<file path="config.mk">
export PLATFORM = sky130hd
export DESIGN_NAME = pmem_loader_flat
export DESIGN_NICKNAME = d
export VERILOG_FILES = /design/src/rtl/pmem_loader_if.sv /design/src/rtl/pmem_loader.sv /design/src/flat_wrapper.sv
export SDC_FILE = /design/constraint.sdc
export NUM_CORES = 1
export LEC_CHECK = 0
export CAP_MARGIN = 5
export CORE_MARGIN = 8
export CORE_UTILIZATION = 30
export DETAILED_ROUTE_END_ITERATION = 10
export GPL_TIMING_DRIVEN = 0
export HOLD_SLACK_MARGIN = 0.03
export PLACE_DENSITY_LB_ADDON = 0.15
export SYNTH_ARGS = -nofsm -noshare
export SYNTH_HDL_FRONTEND = slang
export SYNTH_SLANG_ARGS = --single-unit
</file>
<file path="constraint.sdc">
create_clock -name clk -period 2.6 [get_ports clk]
set_input_delay 0.52 -clock clk [delete_from_list [all_inputs] [get_ports clk]]
set_output_delay 0.52 -clock clk [all_outputs]
set_load 0.05 [all_outputs]
</file>
<file path="src/rtl/pmem_loader_if.sv">
// ============================================================================
// pmem_loader_if : request, instruction-stream and program-memory bus bundle
// Revision 1.0
// ============================================================================
`default_nettype none

interface pmem_loader_if #(
  parameter int AW = 8,
  parameter int DW = 12
);
  // Load request
  logic          start;
  logic [AW-1:0] base;
  logic [AW:0]   len;
  // Instruction stream
  logic          in_valid;
  logic [DW-1:0] in_data;
  logic          in_ready;
  // Program-memory load and fetch ports
  logic          pm_le;
  logic [AW-1:0] pm_la;
  logic [DW-1:0] pm_li;
  logic          pm_e;
  logic [AW-1:0] pm_addr;
  logic [DW-1:0] pm_i;
  // Status
  logic          core_hold;
  logic          busy;
  logic          done;
  logic          err;
  logic [DW-1:0] checksum;

  // Loader side: it masters the memory ports and the status outputs.
  modport master (
    input  start, base, len, in_valid, in_data, pm_i,
    output in_ready, pm_le, pm_la, pm_li, pm_e, pm_addr,
           core_hold, busy, done, err, checksum
  );

  // Environment side: requester, word source and memory.
  modport slave (
    output start, base, len, in_valid, in_data, pm_i,
    input  in_ready, pm_le, pm_la, pm_li, pm_e, pm_addr,
           core_hold, busy, done, err, checksum
  );
endinterface

`default_nettype wire

</file>
<file path="src/rtl/pmem_loader.sv">
// ============================================================================
// pmem_loader : streams words into program memory, then reads back and checks
// Revision 1.0
// ============================================================================
`default_nettype none

module pmem_loader #(
  parameter int AW = 8,
  parameter int DW = 12
) (
  input  logic          clk,
  input  logic          rst_n,
  pmem_loader_if.master bus
);

  typedef enum logic [2:0] {
    IDLE   = 3'd0,
    LOAD   = 3'd1,
    FLUSH  = 3'd2,
    VERIFY = 3'd3,
    FIN    = 3'd4
  } state_t;

  localparam logic [AW:0]   MAX_LEN  = {1'b1, {AW{1'b0}}};
  localparam logic [AW:0]   CNT_ONE  = {{AW{1'b0}}, 1'b1};
  localparam logic [AW-1:0] ADDR_ONE = {{(AW-1){1'b0}}, 1'b1};

  state_t        state;
  logic [AW-1:0] waddr;
  logic [AW-1:0] raddr;
  logic [AW:0]   count;
  logic [AW:0]   len_q;
  logic [DW-1:0] rsum;
  logic          pm_le_q;
  logic [AW-1:0] pm_la_q;
  logic [DW-1:0] pm_li_q;
  logic          pm_e_q;
  logic [AW-1:0] pm_addr_q;
  logic          core_hold_q;
  logic          done_q;
  logic          err_q;
  logic [DW-1:0] checksum_q;

  logic          len_ok;
  logic          accept;
  logic [DW-1:0] rsum_next;

  assign len_ok    = (bus.len != '0) && (bus.len <= MAX_LEN);
  assign accept    = bus.in_valid && (state == LOAD);
  assign rsum_next = rsum + bus.pm_i;

  assign bus.in_ready  = (state == LOAD);
  assign bus.busy      = (state != IDLE);
  assign bus.pm_le     = pm_le_q;
  assign bus.pm_la     = pm_la_q;
  assign bus.pm_li     = pm_li_q;
  assign bus.pm_e      = pm_e_q;
  assign bus.pm_addr   = pm_addr_q;
  assign bus.core_hold = core_hold_q;
  assign bus.done      = done_q;
  assign bus.err       = err_q;
  assign bus.checksum  = checksum_q;

  always_ff @(posedge clk or negedge rst_n) begin
    if (!rst_n) begin
      state       <= IDLE;
      waddr       <= '0;
      raddr       <= '0;
      count       <= '0;
      len_q       <= '0;
      rsum        <= '0;
      pm_le_q     <= 1'b0;
      pm_la_q     <= '0;
      pm_li_q     <= '0;
      pm_e_q      <= 1'b0;
      pm_addr_q   <= '0;
      core_hold_q <= 1'b0;
      done_q      <= 1'b0;
      err_q       <= 1'b0;
      checksum_q  <= '0;
    end else begin
      case (state)
        IDLE: begin
          if (bus.start) begin
            core_hold_q <= 1'b1;
            if (len_ok) begin
              waddr      <= bus.base;
              raddr      <= bus.base;
              count      <= bus.len;
              len_q      <= bus.len;
              checksum_q <= '0;
              rsum       <= '0;
              err_q      <= 1'b0;
              state      <= LOAD;
            end else begin
              // Illegal length: report immediately, never touch memory.
              err_q  <= 1'b1;
              done_q <= 1'b1;
              state  <= FIN;
            end
          end
        end

        LOAD: begin
          if (accept) begin
            pm_le_q    <= 1'b1;
            pm_la_q    <= waddr;
            pm_li_q    <= bus.in_data;
            waddr      <= waddr + ADDR_ONE;
            checksum_q <= checksum_q + bus.in_data;
            count      <= count - CNT_ONE;
            if (count == CNT_ONE) begin
              state <= FLUSH;
            end
          end else begin
            pm_le_q <= 1'b0;
          end
        end

        FLUSH: begin
          // Last word commits at the end of this cycle; fetch starts next.
          pm_le_q   <= 1'b0;
          count     <= len_q;
          pm_e_q    <= 1'b1;
          pm_addr_q <= raddr;
          raddr     <= raddr + ADDR_ONE;
          state     <= VERIFY;
        end

        VERIFY: begin
          rsum  <= rsum_next;
          count <= count - CNT_ONE;
          if (count == CNT_ONE) begin
            // Fold in the final word now so err is valid alongside done.
            pm_e_q <= 1'b0;
            err_q  <= err_q | (rsum_next != checksum_q);
            done_q <= 1'b1;
            state  <= FIN;
          end else begin
            pm_addr_q <= raddr;
            raddr     <= raddr + ADDR_ONE;
          end
        end

        FIN: begin
          done_q      <= 1'b0;
          core_hold_q <= 1'b0;
          state       <= IDLE;
        end

        default: begin
          state <= IDLE;
        end
      endcase
    end
  end

endmodule

`default_nettype wire

</file>
<file path="src/flat_wrapper.sv">
// flat-port wrapper written by rule: the top's interface ports become plain ports
module pmem_loader_flat 
#(
  parameter int AW = 8,
  parameter int DW = 12
)
  (clk, rst_n, bus_start, bus_base, bus_len, bus_in_valid, bus_in_data, bus_pm_i, bus_in_ready, bus_pm_le, bus_pm_la, bus_pm_li, bus_pm_e, bus_pm_addr, bus_core_hold, bus_busy, bus_done, bus_err, bus_checksum);
  pmem_loader_if #(.AW(AW), .DW(DW)) bus_i ();
  input  logic clk;
  input  logic rst_n;
  input wire logic [$bits(bus_i.start)-1:0] bus_start;
  input wire logic [$bits(bus_i.base)-1:0] bus_base;
  input wire logic [$bits(bus_i.len)-1:0] bus_len;
  input wire logic [$bits(bus_i.in_valid)-1:0] bus_in_valid;
  input wire logic [$bits(bus_i.in_data)-1:0] bus_in_data;
  input wire logic [$bits(bus_i.pm_i)-1:0] bus_pm_i;
  output wire logic [$bits(bus_i.in_ready)-1:0] bus_in_ready;
  output wire logic [$bits(bus_i.pm_le)-1:0] bus_pm_le;
  output wire logic [$bits(bus_i.pm_la)-1:0] bus_pm_la;
  output wire logic [$bits(bus_i.pm_li)-1:0] bus_pm_li;
  output wire logic [$bits(bus_i.pm_e)-1:0] bus_pm_e;
  output wire logic [$bits(bus_i.pm_addr)-1:0] bus_pm_addr;
  output wire logic [$bits(bus_i.core_hold)-1:0] bus_core_hold;
  output wire logic [$bits(bus_i.busy)-1:0] bus_busy;
  output wire logic [$bits(bus_i.done)-1:0] bus_done;
  output wire logic [$bits(bus_i.err)-1:0] bus_err;
  output wire logic [$bits(bus_i.checksum)-1:0] bus_checksum;
  assign bus_i.start = bus_start;
  assign bus_i.base = bus_base;
  assign bus_i.len = bus_len;
  assign bus_i.in_valid = bus_in_valid;
  assign bus_i.in_data = bus_in_data;
  assign bus_i.pm_i = bus_pm_i;
  assign bus_in_ready = bus_i.in_ready;
  assign bus_pm_le = bus_i.pm_le;
  assign bus_pm_la = bus_i.pm_la;
  assign bus_pm_li = bus_i.pm_li;
  assign bus_pm_e = bus_i.pm_e;
  assign bus_pm_addr = bus_i.pm_addr;
  assign bus_core_hold = bus_i.core_hold;
  assign bus_busy = bus_i.busy;
  assign bus_done = bus_i.done;
  assign bus_err = bus_i.err;
  assign bus_checksum = bus_i.checksum;
  pmem_loader #(.AW(AW), .DW(DW)) u_core (.clk(clk), .rst_n(rst_n), .bus(bus_i));
endmodule
</file>
==> reports/results.tsv <==
metric	value	unit
drt-initial-drc-count	295	
synthesis.area	5530	sq um
maxSlewViolCount	0	
p_leak	3.12	nW
syn_area_per_cell	8.87	sq um
insertion_delay	0.35	ns
period_minus_slack	2.72	ns
wl_met1	7330	um
powerDensity	1330	nW/um^2
grt_pass1_wl	26600	um
die_x	152	um
routabilityCongestion	0.850	
met3_length	981	um
status	finished with violations	
wl	16200	um
critPathTopFamily	simple AND/OR/NAND/NOR gates	
die_y	152	um
max_cap_violations	0	
synth_nets	696	
finClkSkew	0.00678	ns
cp_num_buf_inv	0	
nFillCells	1822	
violations	negative setup slack	
seq_area_frac_synth	42.5	%
rows	49	
path_class	register to register	
synthArstFlopShare	100	%
slowest_stage	or4_4	
initial_core_util	30.7	%
hold_path_class	input pin to async pin	
grt_pass1_vias	5045	
top_layer	met4	
vdd_ir_drop_max	0.000729	V
drc	0	
globalRouteOverflowTotal	0	
wl_per_cell	16.9	um
dp_hpwl	12000	um
antenna_found_initial	0	
cts_root_buf	clkbuf_16	
critical_path.cell_chain	ha_2, fa_2, a21o_1, a221oi_4, a21oi_1, or3_1, or4_4, nor4_4, a31oi_1	
ys_ff_latch	94	
finalNonFillerCells	963	
via_per_inst	5.12	
synth_xor_area_share	5.70	%
whs	0.123	ns
total_power	9.70	mW
area_growth	31.6	%
firstDrtPassIters	5	
muxShareOfSynthArea	4.01	%
worstMarginPinSlew	0.673	ns
finalCritPeriodShare	105	%
yosys-top-cells-area	dfrtp_1 43%, nand2_1 7.4%, ha_1 5.9%	
dp_cells	943	
synthDominantCellAreaShare	42.5	%
path_max_fanout	2	
detail-route-antenna-nets	0	
cts_buffers	9	
finalWorstSetupSlack	-0.124	ns
relSlewSlack	54.9	%
ys_types	55	
yosysTopAreaCell	dfrtp_1	
clockBufferDepth	2	
end_kind	register	
die-area	23000	sq um
place_ws	-1.18	ns
hold_viol_final	0	
syn_inst	623	
layout-drive-gt1-share	12.0	%
diodes	0	
synthAdderAreaFrac	6.61	%
fp.coreArea	18000	sq um
nets	802	
grt_use_total	14.6	%
cp-start-kind	register	
synth-simple-area-share	18.1	%
synth_edf_count	0	
grt_max_degree	64	
cts_tree	yes	
rsz0062_at_grt	true	
final.setup.tns	-0.124	ns
synth_top_family_by_area	compound AO/OA/AOI/OAI gates	
setup_viol	1	
yosysWarnings	0	
critPathRequiredTime	2.81	ns
cts_hold_buf	0	
synth_top_flop_cell	dfrtp_1	
worstPathArrival	2.93	ns
synth_compound_area_share	19.3	%
max_freq	367	MHz
cp_slowest_stage_delay	0.44	ns
wl_met2	7660	um
htreeDepth	3	
ios	92	
clk_pin_slew	0.07	ns
vias	4934	
portBuffers	90	
numClockSinks	94	
[worst register-to-register path, cell delays in order (launching register included)]
cell and delay, ns:
dfrtp_1 0.39, ha_2 0.20, fa_2 0.37, a21o_1 0.23
a221oi_4 0.28, a21oi_1 0.06, or3_1 0.35, or4_4 0.44
nor4_4 0.14, a31oi_1 0.13
[final cells by class]
| cell class | instances | area (sq um) | share of cell area [%] |
|---|---|---|---|
| multi-input cells | 480 | 3160 | 43.5 |
| flip-flops and latches | 94 | 2350 | 32.3 |
| repair buffers | 98 | 976 | 13.4 |
| well taps | 229 | 287 | 3.94 |
| clock buffers | 11 | 253 | 3.47 |
| plain buffers | 24 | 125 | 1.72 |
| inverters | 22 | 86.3 | 1.19 |
| clock inverters | 5 | 33.8 | 0.464 |
[final timing paths]
path	end	slack (ns)	depth (start not counted)	startpoint
hold / removal	u_core.rsum[5]	0.12	1	rst_n
hold reg to reg	u_core.bus.pm_la[5]	0.47	2	u_core.bus.pm_la[5]
setup reg to reg	u_core.bus.err	-0.12	9	u_core.rsum[0]
setup / recovery	u_core.bus.err	-0.12	9	u_core.rsum[0]
min in group clk	u_core.bus.pm_la[5]	0.47	2	u_core.bus.pm_la[5]
max in group asynchronous	u_core.bus.checksum[0]	1.79	2	rst_n
[stage by stage]
step	area, sq um	util (%)
2_1_floorplan	5530	-
3_3_place_gp	6720	37.3
6_report	7280	40.4
3_5_place_dp	6740	37.4
4_1_cts	7160	39.7
5_1_grt	7280	40.4
[metal layers]
metal | global-route usage [%] | vias up
li1 | - | 2414
met1 | 18.7 | 2354
met2 | 23.7 | 139
met3 | 3.65 | 27
met4 | 4.56 | 0
met5 | 0 | -
[cells in the mapped netlist, types with 2 or more instances]
master / n
buf_6: 3
ha_1: 26
or2_2: 3
a2bb2oi_1: 3
o41ai_1: 2
fa_1: 2
xor2_1: 15
nand2b_1: 6
o31ai_1: 4
mux2_2: 17
dfrtp_1: 94
a22oi_1: 3
o211ai_1: 2
a211oi_1: 6
or4_1: 2
mux2i_1: 3
o22ai_1: 9
a31oi_1: 6
a22o_1: 7
nor2_1: 53
inv_1: 21
nor3_1: 10
nor2b_1: 3
o21bai_1: 2
o21a_1: 4
xnor2_1: 21
nor3b_1: 3
a21oi_1: 53
nand2_1: 109
o221ai_1: 8
o21ai_0: 43
nand4_1: 3
and3_1: 3
nand3_1: 18
nor4_2: 2
nor4_1: 3
or3_1: 4
a21o_1: 8
clkbuf_1: 23
[repair_timing]
item,4_1_cts,5_1_grt
pin swaps,8,9
setup buffers,3,4
setup endpoints to repair,60,32
resized for setup,37,21
[state kept, by name, summed over array words and instances (netlist names)]
signal	cells
u_core.count	9
u_core.bus.pm_la	8
u_core.bus.pm_e	1
u_core.bus.pm_li	12
u_core.waddr	8
u_core.bus.checksum	12
u_core.bus.pm_addr	8
u_core.raddr	8
u_core.state	3
u_core.bus.done	1
u_core.bus.core_hold	1
u_core.rsum	12
u_core.bus.err	1
u_core.len_q	9
u_core.bus.pm_le	1
[power breakdown]
part           leakage (nW)  switching, mW  internal [mW]
sequential             1.14          0.625           2.14
clock                 0.138          0.588          0.700
combinational          1.84           3.44           2.21
total                  3.12           4.65           5.05
[cell families (layout without fill, tap and decap cells)]
logic type | Yosys count | in the layout
and+or+nand+nor | 226 | 226
buffers and inverters | 49 | 160
AOI/OAI and AO/OA | 170 | 170
xor gates and xnor gates | 36 | 36
DFF | 94 | 94
adders and majority gates | 28 | 28
muxes | 20 | 20
[layout by cell type, fill, tap and decap left out, types with 3 or more instances in the layout]
| cell | n |
|---|---|
| o22ai_1 | 9 |
| nor2_1 | 53 |
| nand2_1 | 107 |
| nor2b_1 | 3 |
| nand3_1 | 17 |
| buf_4 | 9 |
| o21ai_0 | 42 |
| or3_1 | 4 |
| nor3b_1 | 3 |
| a211oi_2 | 3 |
| a2bb2oi_1 | 3 |
| clkinvlp_4 | 3 |
| a31oi_1 | 6 |
| a211oi_1 | 3 |
| mux2i_1 | 3 |
| a21o_1 | 8 |
| o221ai_1 | 8 |
| mux2_2 | 17 |
| ha_1 | 21 |
| a22o_1 | 7 |
| clkbuf_1 | 12 |
| nand4_1 | 3 |
| xnor2_1 | 19 |
| dfrtp_1 | 94 |
| a21oi_1 | 50 |
| o21a_1 | 4 |
| inv_1 | 21 |
| clkdlybuf4s50_1 | 84 |
| nand2b_1 | 6 |
| clkbuf_2 | 7 |
| nor3_1 | 8 |
| or2_2 | 3 |
| ha_4 | 3 |
| clkbuf_16 | 9 |
| a22oi_1 | 3 |
| buf_6 | 3 |
| xor2_1 | 13 |
| o31ai_1 | 4 |
Power figures use the tool's default switching activity.
